==> config.mk <==
export PLATFORM = sky130hd
export DESIGN_NAME = mpuf_response_ctrl
export DESIGN_NICKNAME = d
export VERILOG_FILES = /design/src/rtl/mpuf_response_ctrl.sv
export SDC_FILE = /design/constraint.sdc
export NUM_CORES = 1
export LEC_CHECK = 0
export BUFFER_PORTS_ARGS = -buffer_cell sky130_fd_sc_hd__buf_2
export CAP_MARGIN = 20
export CORE_MARGIN = 8
export CORE_UTILIZATION = 51
export CTS_CLUSTER_SIZE = 8
export DETAILED_ROUTE_END_ITERATION = 7
export PLACE_DENSITY = 0.79
export SETUP_SLACK_MARGIN = 0.05
export SYNTH_ARGS = -nofsm -noshare
export SYNTH_HDL_FRONTEND = slang
export SYNTH_SLANG_ARGS = --single-unit
==> constraint.sdc <==
create_clock -name clk -period 2.1 [get_ports clk]
set_input_delay 0 -clock clk [delete_from_list [all_inputs] [get_ports clk]]
set_output_delay 0 -clock clk [all_outputs]
set_load 0.01 [all_outputs]
==> src/rtl/mpuf_response_ctrl.sv <==
// mpuf_response_ctrl: sequencer for a multi-level arbiter PUF with majority voting.
//
// A challenge is accepted, held on puf_chal and evaluated NV times. Each evaluation
// is PREP (delay lines held in reset), LAUNCH (one-cycle launch pulse), WAIT (SETTLE
// cycles for the arbiters to resolve) and SAMPLE (synchronised arbiter bits are
// counted). After NV votes the majority response is presented until it is accepted.
//
// Ports:
//   clk, clr             clock, asynchronous active-low reset
//   req_valid/req_ready  challenge request handshake; challenge captured on accept
//   puf_chal             registered challenge to all arbiter levels
//   puf_rst, puf_launch  delay line / arbiter clear and launch pulse
//   arb_in               raw arbiter outputs (asynchronous to clk)
//   resp_valid/ready     response handshake
//   resp, resp_stable    majority-voted response and per-bit unanimity mask
//
// Optional feature: define MPUF_STABILITY_EN to compute resp_stable from vote
// unanimity; otherwise resp_stable is simply all-ones in DONE.

module mpuf_response_ctrl #(
    parameter int unsigned CW     = 32,
    parameter int unsigned NL     = 4,
    parameter int unsigned NV     = 5,
    parameter int unsigned SETTLE = 8
) (
    input  logic          clk,
    input  logic          clr,
    input  logic          req_valid,
    output logic          req_ready,
    input  logic [CW-1:0] challenge,
    output logic [CW-1:0] puf_chal,
    output logic          puf_rst,
    output logic          puf_launch,
    input  logic [NL-1:0] arb_in,
    output logic          resp_valid,
    input  logic          resp_ready,
    output logic [NL-1:0] resp,
    output logic [NL-1:0] resp_stable
);

    localparam int unsigned CntW  = $clog2(NV + 1);
    localparam int unsigned WaitW = $clog2(SETTLE + 1);
    localparam logic [CntW-1:0] Half = CntW'(NV / 2);

    typedef enum logic [2:0] {
        StIdle,
        StPrep,
        StLaunch,
        StWait,
        StSample,
        StDone
    } state_e;

    state_e                      state_q, state_d;
    logic [CW-1:0]               chal_q, chal_d;
    logic [NL-1:0][CntW-1:0]     cnt_q, cnt_d;
    logic [CntW-1:0]             vote_q, vote_d;
    logic [WaitW-1:0]            wait_q, wait_d;
    logic [NL-1:0]               resp_q, resp_d;
    logic [NL-1:0]               stable_q, stable_d;
    logic [NL-1:0]               arb_meta_q, arb_sync_q;
    logic                        rst_out_q, launch_q;

    always_comb begin
        state_d  = state_q;
        chal_d   = chal_q;
        cnt_d    = cnt_q;
        vote_d   = vote_q;
        wait_d   = wait_q;
        resp_d   = resp_q;
        stable_d = stable_q;
        case (state_q)
            StIdle: begin
                if (req_valid) begin
                    chal_d  = challenge;
                    cnt_d   = '0;
                    vote_d  = '0;
                    state_d = StPrep;
                end
            end
            StPrep:   state_d = StLaunch;
            StLaunch: begin
                wait_d  = '0;
                state_d = StWait;
            end
            StWait: begin
                if (wait_q == WaitW'(SETTLE - 1)) begin
                    state_d = StSample;
                end else begin
                    wait_d = wait_q + 1'b1;
                end
            end
            StSample: begin
                for (int i = 0; i < int'(NL); i++) begin
                    cnt_d[i] = cnt_q[i] + CntW'(arb_sync_q[i]);
                end
                vote_d = vote_q + 1'b1;
                if (vote_q == CntW'(NV - 1)) begin
                    state_d = StDone;
                    // Response is latched from the counts including this final vote.
                    for (int i = 0; i < int'(NL); i++) begin
                        resp_d[i] = cnt_d[i] > Half;
`ifdef MPUF_STABILITY_EN
                        stable_d[i] = (cnt_d[i] == '0) || (cnt_d[i] == CntW'(NV));
`endif
                    end
`ifndef MPUF_STABILITY_EN
                    stable_d = '1;
`endif
                end else begin
                    state_d = StPrep;
                end
            end
            StDone: begin
                if (resp_ready) begin
                    state_d = StIdle;
                end
            end
            default: state_d = StIdle;
        endcase
    end

    always_ff @(posedge clk or negedge clr) begin
        if (!clr) begin
            state_q    <= StIdle;
            chal_q     <= '0;
            cnt_q      <= '0;
            vote_q     <= '0;
            wait_q     <= '0;
            resp_q     <= '0;
            stable_q   <= '0;
            arb_meta_q <= '0;
            arb_sync_q <= '0;
            rst_out_q  <= 1'b1;
            launch_q   <= 1'b0;
        end else begin
            state_q    <= state_d;
            chal_q     <= chal_d;
            cnt_q      <= cnt_d;
            vote_q     <= vote_d;
            wait_q     <= wait_d;
            resp_q     <= resp_d;
            stable_q   <= stable_d;
            arb_meta_q <= arb_in;
            arb_sync_q <= arb_meta_q;
            // PUF-facing controls are registered so they cannot glitch on state decode.
            rst_out_q  <= (state_d == StIdle) || (state_d == StPrep) || (state_d == StDone);
            launch_q   <= (state_d == StLaunch);
        end
    end

    assign req_ready   = (state_q == StIdle);
    assign resp_valid  = (state_q == StDone);
    assign puf_chal    = chal_q;
    assign puf_rst     = rst_out_q;
    assign puf_launch  = launch_q;
    assign resp        = resp_q;
    assign resp_stable = stable_q;

endmodule

== Yosys cells after proc, flatten, opt, wreduce, memory -nomap -nowiden ==
Index checks and enable logic that the tools add are counted.
Word-level totals
  flip-flop bits (word level): 69
  input port bits: 40
  output and inout port bits: 44
  logic and storage cells: 57
Operators by class
  $add $sub $neg: 6
  magnitude comparators: 4
  equality and inequality tests: 12
  muxes and demuxes: 11
  reductions and logical operators: 10
Operators with widths (number)
  12-bit one-hot mux with 2 select lines: 1
  3-bit one-hot mux with 6 select lines: 1
  3-bit two-way mux: 5
  3-bit by 1-bit adder with 3-bit output: 4
  3-bit == test (second input constant): 4
  3-bit by 2-bit > comparator with 1-bit output (second input constant): 4
  12-bit two-way mux: 1
  3-bit by 2-bit == test with 1-bit output (second input constant): 3
  4-bit one-hot mux with 2 select lines: 1
  2-bit AND reduction: 4
  3-bit by 1-bit == test with 1-bit output (second input constant): 2
  3-bit zero test: 2
  3-bit one-hot mux with 2 select lines: 1
  4-bit by 1-bit adder with 4-bit output (second input constant): 1
  4-bit by 3-bit == test with 1-bit output (second input constant): 1
  4-bit two-way mux: 1
  2-bit != test (second input constant): 2
  2-bit nonzero test: 2
  3-bit by 1-bit adder with 3-bit output (second input constant): 1
  1-bit logical OR: 2

== Logic depth before layout (Yosys ltp) ==
  depth in word-level cells: 6
  gate-level depth with buffers: 5
  depth with buffers taken out: 5

== Worst setup path after synthesis ==
OpenSTA, ideal clock, no wires.
  path kind: reg-to-reg
  start: reg state_q[0]
  end: reg chal_q[21] (netlist: puf_chal[21])
  setup time: 0.127 ns
  arrival time: 1.468 ns
  required time: 1.973 ns
  slack: 0.505 ns
  stages on the path, launching flop included: 5
  buffers on the path: 2
  clock period less this slack: 1.595 ns
  path through: dfrtp_1 buf_6 nor4b_4 buf_4 mux2_1
On the way
  cells in the longest elaborated chain, start to end: 2
Ends and longest elaborated chain
  from (decl): RTL line 54  | state_e state_q, state_d;
  from (signal assigned): RTL line 125  | state_q <= StIdle;
  from (signal assigned): RTL line 137  | state_q <= state_d;
  3-bit zero test: RTL line 72  | case (state_q)
  2-bit AND reduction (no line)
  to (signal assigned): RTL line 138  | chal_q <= chal_d;
  to (decl): RTL line 55  | logic [CW-1:0] chal_q, chal_d;
No other way between the ends.
A chain may end at the register's enable or synchronous reset.

== Worst setup path after layout ==
  start: reg wait_q[0]
  end: reg state_q[0]
On the way
  cells in the longest elaborated chain, start to end: 3
Ends and longest elaborated chain
  from (decl): RTL line 58  | logic [WaitW-1:0] wait_q, wait_d;
  from (signal assigned): RTL line 141  | wait_q <= wait_d;
  4-bit by 3-bit == test with 1-bit output: RTL line 87  | if (wait_q == WaitW'(SETTLE - 1)) begin
  3-bit two-way mux: RTL line 87
  3-bit one-hot mux with 6 select lines: RTL line 72
  via state_d[0]: RTL line 54
The timed path passes the listed nets, and every way through them passes these cells.

==> run summary <==
The run finished with clean final reports. The clock drives between 60 and 70 sinks. The required time of the critical path is between 2 and 2.5 ns. The count of buffers added on input and output ports is slightly above 80.

The maximum count of clock buffers along a single path is 2. The achievable clock frequency came out at approximately 530 MHz. The area fraction in compound gates after synthesis came out at 5.88%.

The number of fill cells in the layout came out at 380. The total vias in the final route is 2,141. Counting both buffers and inverters, the worst setup path holds a total of 1. Dividing total power by cell area gives a power density of roughly 760 mW/mm². In the final layout, the share of cells above drive strength 1 is 39.1%. The total of endpoints with negative setup slack in the final report came out at 0. Routability-driven placement finished with a final weighted congestion of 0.766. The netlist area before placement came out at roughly 0.0029 mm². The number of register bits inferred by synthesis came out at between 60 and 70.

The synthesized netlist devotes 11.1% of its cell area to simple gates. The hold violation count in the final report came out at 0. The relative max-transition margin is 69.8%. The CTS tree is done. The critical path goes through ha_1, nand3b_1, a21oi_1, o32ai_1, dlygate4sd3_1. The first global-routing pass estimated between 10 and 15 mm of wire. Setup repair after global routing left no endpoint under its margin. By area, the combinational part of the netlist is dominated by multiplexers. The vertical die dimension came out at slightly above 90 µm. The remaining global-route overflow is 0. The via count of the first global-routing pass came out at 2,307. The half-perimeter wire length after detailed placement came out at 4.02 mm.

The via density per instance came out at 5.03. The post-synthesis adder-cell area fraction came out at roughly 4.7%. After clock tree synthesis, the flow added hold-fix buffers numbering 39. Summed over all cells, the static leakage comes to 2.08 nW. The arrival time at the worst endpoint came out at between 2 and 2.5 ns. The largest individual stage delay along the critical path comes from the cell dlygate4sd3_1.

The violation count after the first detailed-route iteration came out at 109. The highest net fanout along the worst path is 6. Entering global routing, the biggest net connects 70 pins. The average cell area after synthesis came out at approximately 13 µm². The actual slew at the worst max-slew pin is 0.453 ns. For this configuration, the core starts out at a cell density of about 53%.

The iteration count of the initial detailed-routing pass came out at 4. For this run, the total global-route usage over all layers was measured as between 15 and 20%. The fraction of synthesized cell area in xor and xnor cells is 0%. The buffer count from post-CTS setup fixing came out at 0.

The total of cells resized after clock tree synthesis is 0. The maximum VDD drop is 0.000631 V. The full die area came out at 0.00839 mm².

The initial antenna violation count came to 1. CTS built an H-tree with a depth of 3. At the later pin of the worst-skew pair, clock insertion delay measures 0.34 ns. The number of instances in the synthesized netlist is approximately 230.

The sum of negative setup slack came out at 0 ns. At the end of the flow, the number of nets in the layout was 399. The horizontal die dimension came out at between 90 and 100 µm. The placeable core area is 0.00551 mm². After routing the design area is 0.00399 mm². The count of unresolved DRC violations after routing is 0. The root buffer cell chosen for the clock tree is clkbuf_8. The final cycle utilization of the critical path is 89.1%. The detailed-route wire length came out at 6.69 mm. Of the post-synthesis cell area, the part taken by muxes is between 10% and 20%. The worst clock skew came out at 0.00736 ns.

Sequential cells were found to cover 59.2% of the synthesized design area. The clock buffer count from CTS came out at 9. The count of nets left with antenna violations once routing finished came out at 0. The placement row count came out at 27.

The tightest min-delay check is of the input pin to flip-flop type. During synthesis, Yosys emitted a total of 0 warnings. The worst setup path is launched from a flip-flop. The clock transition time at the flip-flop clock pins of the worst setup and hold paths is 0.07 ns. The distinct cell type count of the synthesized netlist is 34. The post-synth net total is 276. Broken down by cell family, the worst path's largest delay share belongs to buffers and inverters. The max-cap check violation count came out at 0. For the finished layout, the period the worst path requires is approximately 1.9 ns. In the final routed layout, each cell accounts on average for 15.7 µm. For this run, the slowest stage of the critical path takes 0.59 ns.

84 I/O pins were placed. STA classifies the critical path endpoint as a flip-flop. The synthesis-to-finish area growth came out at 36.7%.

The cell area after placement is 0.00337 mm². The total count of max-transition violations in the final report came to 0. The critical path is of the flip-flop to flip-flop type.
-- metal layers --
| layer | track usage (%) | vias up | share of wire (%) |
|---|---|---|---|
| li1 | - | 1030 | - |
| met1 | 18.2 | 1035 | 40 |
| met2 | 27.9 | 60 | 52 |
| met3 | 4.48 | 16 | 5.6 |
| met4 | 10.8 | 0 | 3.0 |
| met5 | 0 | - | 0 |
-- synth_stat cells --
master    count  share of area, %
a221oi_1      1              0.30
nand3b_1      2              0.51
ha_1         11               4.7
dfrtp_1      68                58
a21oi_1       7               1.2
dfstp_2       1              0.90
and3_1        2              0.43
nand2b_1     10               2.1
and3b_1       1              0.30
or3b_2        1              0.30
nand3_1       6               1.0
mux2_1        5               1.9
mux2_2       31                12
buf_6         4               1.5
buf_4         5               1.3
clkbuf_1      1              0.13
o22ai_1       1              0.21
nor3b_2       1              0.43
buf_2         3              0.51
mux2i_1       3               1.0
a21o_1        5               1.3
nor3_1        2              0.34
o21a_1        1              0.26
inv_1         5              0.64
nor4b_4       1              0.82
o32ai_1       1              0.30
and2_1        1              0.21
nand2_1      26               3.3
nor2_1        4              0.51
or2_2         2              0.43
or3b_1        1              0.30
o31ai_1       1              0.26
o21bai_1      2              0.51
o21ai_0       9               1.5
-- sequential cells by signal, indices dropped and copies added (netlist names) --
register     count
arb_meta_q       4
arb_sync_q       4
cnt_q           12
puf_chal        32
puf_launch       1
puf_rst          1
resp             4
resp_stable      1
state_q          3
vote_q           3
wait_q           4
-- cell type report --
type | instances | area [µm²] | area share [%]
sequential | 69 | 1730 | 43.3
multi-input combinational | 138 | 1070 | 26.8
clock inverter | 4 | 70.1 | 1.76
clock buffer | 12 | 155 | 3.89
tap | 72 | 90.1 | 2.26
antenna | 1 | 2.50 | 0.0628
inverter | 5 | 18.8 | 0.471
timing repair buffer | 125 | 853 | 21.4
-- power by group --
| part | switching (W) | total (W) | internal, W | leakage (nW) |
|---|---|---|---|---|
| clock | 0.000475 | 0.00121 | 0.000730 | 0.116 |
| sequential | 0.0000490 | 0.00147 | 0.00142 | 0.851 |
| combinational | 0.000167 | 0.000361 | 0.000194 | 1.11 |
-- tightest hold or removal path, stage by stage --
cell,delay (ns)
buf_2,0.09
o22ai_1,0.09
a21o_1,0.18
-- stage by stage --
stage                     worst slack (ns)  util (%)  power (W)  instances  hold slack (ns)
after floorplan                      0.505         -    0.00165        225           -0.296
after global placement               0.505      61.2    0.00178        370           0.0504
after detailed placement             0.457      61.2    0.00179        370           0.0539
after CTS                            0.269      72.3    0.00306        425           0.0468
after global routing                 0.120      72.4    0.00318        426           0.0703
final                                0.228      72.4    0.00303        426           0.0536
-- cells in the final DEF (no fill, tap or decap), types with 3 or more instances in the layout --
cell type / netlist / layout
a21o_1: 5 / 5
a21oi_1: 7 / 7
buf_2: 3 / 83
clkbuf_8: 0 / 11
dfrtp_1: 68 / 68
dlygate4sd3_1: 0 / 39
ha_1: 11 / 11
inv_1: 5 / 5
mux2_1: 5 / 5
mux2_2: 31 / 31
mux2i_1: 3 / 3
nand2_1: 26 / 26
nand2b_1: 10 / 10
nand3_1: 6 / 6
nor2_1: 4 / 4
o21ai_0: 9 / 9
-- final timing paths --
| check | start | endpoint | slack, ns | cells past startpoint |
|---|---|---|---|---|
| hold reg to reg | arb_meta_q[1] | arb_sync_q[1] | 0.35 | 0 |
| max in group asynchronous | clr | puf_rst | 1.53 | 3 |
| setup reg to reg | wait_q[0] | state_q[0] | 0.23 | 5 |
| setup / recovery | wait_q[0] | state_q[0] | 0.23 | 5 |
| min in group asynchronous | clr | puf_chal[11] | 0.26 | 3 |
| hold / removal | resp_ready | state_q[2] | 0.05 | 3 |
-- kinds of logic (layout without fill, tap and decap cells) --
group / count (synthesis) / in the layout
AND/OR/NAND/NOR: 60 / 60
AO/OA/AOI/OAI: 28 / 28
adder cells (fa/ha/maj): 11 / 11
multiplexers: 39 / 39
other: 0 / 1
buffers and inverters: 18 / 146
flip-flops: 69 / 69
No activity file was read; power rests on OpenSTA's default activity.
